**src/rtl/grant_pkg.sv**
```systemverilog
// grant_pkg: shared state encoding, default parameters and counter width helper
package grant_pkg;
    typedef enum logic [1:0] {IDLE, GRANT, COOL} grant_state_t;
    localparam int N_OUT_DEF    = 4;
    localparam int HOLD_MAX_DEF = 15;
    localparam int GAP_DEF      = 1;
    function automatic int cnt_w(input int m);
        return (m < 1) ? 1 : $clog2(m + 1);
    endfunction
    localparam int HOLD_W_DEF = cnt_w(HOLD_MAX_DEF);
    localparam int GAP_W_DEF  = cnt_w(GAP_DEF);
endpackage

```
**src/rtl/grant_hold_counter.sv**
```systemverilog
// grant_hold_counter: clearable up-counter flagging when it sits on the terminal count
module grant_hold_counter #(
    parameter int W = 4
) (
    input  logic         clk,
    input  logic         rst,
    input  logic         clr_i,
    input  logic         en_i,
    input  logic [W-1:0] tc_i,
    output logic         done_o
);
    logic [W-1:0] cnt_q;
    always_ff @(posedge clk or posedge rst) begin
        if (rst) cnt_q <= '0;
        else if (clr_i) cnt_q <= '0;
        else if (en_i) cnt_q <= cnt_q + W'(1);
    end
    assign done_o = (cnt_q == tc_i);
endmodule

```
**src/rtl/onehot_grant_decoder.sv**
```systemverilog
// onehot_grant_decoder: accepts an encoded index over valid/ready and drives a registered
// one-hot grant, held until release or hold timeout, followed by a cooldown gap
module onehot_grant_decoder
    import grant_pkg::*;
#(
    parameter int N_OUT    = N_OUT_DEF,
    parameter int IDX_W    = $clog2(N_OUT),
    parameter int HOLD_MAX = HOLD_MAX_DEF,
    parameter int GAP      = GAP_DEF
) (
    input  logic             clk,
    input  logic             rst,
    input  logic [IDX_W-1:0] a_i,
    input  logic             valid_i,
    output logic             ready_o,
    input  logic             release_i,
    output logic [N_OUT-1:0] y_o,
    output logic             busy_o,
    output logic             timeout_o,
    output logic             err_o
);
    localparam int HW = cnt_w(HOLD_MAX);
    localparam int GW = cnt_w(GAP);
    localparam logic [HW-1:0] HOLD_TC = HW'(HOLD_MAX - 1);
    localparam logic [GW-1:0] GAP_TC  = GW'((GAP > 0) ? GAP - 1 : 0);

    grant_state_t     state_q, state_d;
    logic [N_OUT-1:0] y_q, y_d;
    logic             ready_q, busy_q, timeout_q, timeout_d, err_q, err_d;
    logic             hold_done, gap_done, idx_ok;

    grant_hold_counter #(.W(HW)) u_hold (
        .clk    (clk),
        .rst    (rst),
        .clr_i  (state_q != GRANT),
        .en_i   (state_q == GRANT),
        .tc_i   (HOLD_TC),
        .done_o (hold_done)
    );

    grant_hold_counter #(.W(GW)) u_gap (
        .clk    (clk),
        .rst    (rst),
        .clr_i  (state_q != COOL),
        .en_i   (state_q == COOL),
        .tc_i   (GAP_TC),
        .done_o (gap_done)
    );

    assign idx_ok = int'(a_i) < N_OUT;

    always_comb begin
        state_d   = state_q;
        y_d       = y_q;
        timeout_d = 1'b0;
        err_d     = 1'b0;
        case (state_q)
            IDLE: begin
                if (valid_i && ready_q) begin
                    if (idx_ok) begin
                        y_d     = N_OUT'(1) << a_i;
                        state_d = GRANT;
                    end else begin
                        err_d = 1'b1;
                    end
                end
            end
            GRANT: begin
                // release takes precedence over expiry, so no timeout when both coincide
                if (release_i || hold_done) begin
                    y_d       = '0;
                    timeout_d = !release_i;
                    state_d   = (GAP == 0) ? IDLE : COOL;
                end
            end
            COOL: state_d = gap_done ? IDLE : COOL;
            default: begin
                state_d = IDLE;
                y_d     = '0;
            end
        endcase
    end

    always_ff @(posedge clk or posedge rst) begin
        if (rst) begin
            state_q   <= IDLE;
            y_q       <= '0;
            ready_q   <= 1'b1;
            busy_q    <= 1'b0;
            timeout_q <= 1'b0;
            err_q     <= 1'b0;
        end else begin
            state_q   <= state_d;
            y_q       <= y_d;
            ready_q   <= (state_d == IDLE);
            busy_q    <= (state_d != IDLE);
            timeout_q <= timeout_d;
            err_q     <= err_d;
        end
    end

    assign y_o       = y_q;
    assign ready_o   = ready_q;
    assign busy_o    = busy_q;
    assign timeout_o = timeout_q;
    assign err_o     = err_q;
endmodule

```
**config.mk**
```make
export PLATFORM = sky130hd
export DESIGN_NAME = onehot_grant_decoder
export DESIGN_NICKNAME = d
export VERILOG_FILES = /design/src/rtl/grant_pkg.sv /design/src/rtl/grant_hold_counter.sv /design/src/rtl/onehot_grant_decoder.sv
export SDC_FILE = /design/constraint.sdc
export NUM_CORES = 1
export LEC_CHECK = 0
export ABC_AREA = 1
export CAP_MARGIN = 10
export CORE_MARGIN = 10
export CORE_UTILIZATION = 40
export DETAILED_ROUTE_END_ITERATION = 8
export PLACE_DENSITY = 0.65
export SLEW_MARGIN = 20
export SYNTH_ARGS = -nofsm -noshare
export SYNTH_HDL_FRONTEND = slang
export SYNTH_SLANG_ARGS = --single-unit
```
**constraint.sdc**
```tcl
create_clock -name clk -period 2.4 [get_ports clk]
set_input_delay 0.24 -clock clk [delete_from_list [all_inputs] [get_ports clk]]
set_output_delay 0.24 -clock clk [all_outputs]
set_load 0.02 [all_outputs]
```
==> qor.csv <==
metric,value,unit
Hold/Removal Path Class,primary input to asynchronous set/reset pin,
Core ar.,1520,um^2
# DRC,0,
pin count of the biggest net entering global routing,15,
share of post-route cells with drive strength above 1,16.5,%
antenna violations before repair,0,
r2r worst-path depth,7,
CP max stage cell,clkdlybuf4s50_1,
"Gates resized, CTS repair",0,
"Seq/Total Area, Yosys",53.8,%
mapped cell area,653,um^2
first-pass GRT wire length,1.86,mm
Reg area,352,um^2
Final Skew,10.5,ps
# H-tree levels,1,
port bufs,12,
Initial Util,42.9,%
gpl congestion,0.744,
crit-path max FO,3,
CTS tree,yes,
"delay-heaviest family, CP",buffers and inverters,
CTS Buf Count,3,
Via Count,478,
Post-DRT Antenna Nets,0,
# IOs,14,
worst-skew pair later-pin latency,280,ps
Setup TNS,0,ps
pwr dens,1130,nW/um^2
Post-Layout Cell Count,101,
fin area,812,um^2
crit path launch type,flip-flop,
diode count,0,
P&R area growth vs syn,24.3,%
Max-Cap Viols,0,
Die Y,60.4,um
routed len/inst,10.5,um
Final Max Slew Viols,0,
fin util,53.3,%
critical path buffer and inverter count,1,
CTS Hold Bufs,0,
multi-input gate area in the final layout,264,um^2
worst r2r src,u_hold.cnt_q[0],
fin crit period,1650,ps
Leakage Power,0.406,nW
Filler Cells Inserted,137,
data arrival time of the critical path,1410,ps
"Largest stage delay, worst path",610,ps
final wirelength,1.06,mm
vias in the first global route,433,
yosys warns,0,
syn nets,78,
top achievable clock speed,605,MHz
Row Count,14,
mean post-synth cell area,9.33,um^2
Post-CTS Repair Setup Buffers,0,
First-pass DRT Iterations,5,
Root Buffer Master,clkbuf_4,
NumNets Final,94,
CP Capture Type,primary output,
Netlist cell types,21,
# setup viols final,0,
Final HPWL DP,862,um
"Hold Violations, Final",0,
DR vias/cell,4.73,
crit-path cells,clkdlybuf4s50_1,
die area,3650,um^2
critical path type,flip-flop to primary output,
Crit. path cell count,1,
crit path launch,ready_o,
Worst VDD drop,0.000638,V
Area after DPL,786,um^2
Power Total,0.000914,W
Die X,60.4,um
CTS Buffer Depth,2,
RSZ-0062 raised after global routing,false,
status,"finished, final reports clean",
clk sinks,14,
detailed router's first-iteration violation count,14,
post-synthesis instance total,70,
clock transition at the registers of the reported paths,80,ps
Final period util,68.8,%
crit path to,ready_o,
R2R Setup Slk,1250,ps
Yosys reg bits,14,
Crit Reg-Reg Endpoint,y_o[1],
Tot GR Track Use,6.67,%
worst path required time,2160,ps
DP Cell Count,97,
"Remaining Overflow, GRT",0,
[cells in the mapped netlist]
cell type / count / area share, %
nand2_1: 17 / 9.8
dfrtp_1: 13 / 50
nor2_1: 8 / 4.6
nand3_1: 6 / 4.6
inv_1: 5 / 2.9
inv_2: 3 / 1.7
ha_1: 2 / 3.8
nand4_1: 2 / 1.9
nor3_1: 2 / 1.5
buf_4: 1 / 1.1
conb_1: 1 / 0.57
dfstp_2: 1 / 4.0
nand2_2: 1 / 0.96
nand2_4: 1 / 1.7
nand3_2: 1 / 1.5
nand3_4: 1 / 2.7
nor2_2: 1 / 0.96
nor2_4: 1 / 1.7
o21ai_2: 1 / 1.3
xnor2_1: 1 / 1.3
xor2_1: 1 / 1.3
[how the worst min path moves through the flow]
| stage | cells after the start | slack (ps) | to |
|---|---|---|---|
| floorplan | 1 | 130 | busy_o |
| global placement | 1 | 430 | u_gap.cnt_q |
| detailed placement | 1 | 430 | u_gap.cnt_q |
| CTS | 2 | 300 | timeout_o |
| global route | 2 | 350 | timeout_o |
| finish | 2 | 290 | timeout_o |
[cells by family (layout without fill, tap and decap cells)]
kind of cell             after synthesis  in the layout  synth area share (%)
XOR/XNOR                               2              2                  2.68
AO/OA/AOI/OAI                          1              1                  1.34
adder cells (fa/ha/maj)                2              2                  3.83
buffers and inverters                  9             24                  5.75
other                                  1              1                 0.574
AND/OR/NAND/NOR                       41             41                  32.0
flip-flops                            14             14                  53.8
[metrics by stage]
stage               hold slack, ps  setup slack, ps
finish                         287              748
global placement               434             1030
global route                   347              696
CTS                            303              734
floorplan                      129             1230
detailed placement             431             1030
[state kept, by name, indices dropped and copies added (netlist names)]
signal,cells
state_q,2
u_gap.cnt_q,1
busy_o,1
y_o,4
ready_o,1
timeout_o,1
u_hold.cnt_q,4
[cell type report]
type                       instances  area share (%)
clock buffer                       4            3.24
inverter                           8            3.70
multi-input combinational         47            32.5
sequential                        14            43.3
tap                               16            2.47
timing repair buffer              12            14.8
[placed cells by master (no fill, tap or decap), drive strengths merged, types with 2 or more instances in the layout]
cell,count
inv,8
dfrtp,13
nor2,10
ha,2
clkdlybuf4s50,12
nand3,8
nand2,19
nand4,2
clkbuf,4
nor3,2
[power by group]
part	switching, W	internal [W]	total (W)	leakage [nW]
combinational	0.000241	0.000168	0.000409	0.206
sequential	0.0000521	0.000322	0.000374	0.185
clock	0.0000659	0.0000644	0.000130	0.0150
total	0.000359	0.000554	0.000914	0.406
[per-layer routing]
metal  up-vias  routed length (um)  global-route usage [%]
li1        253                   -                       -
met1       207                 450                    7.55
met2        16                 472                    9.41
met3         2                 125                    4.80
met4         0                   9                    2.82
met5         -                   0                       0
No activity file was read; power rests on OpenSTA's default activity.
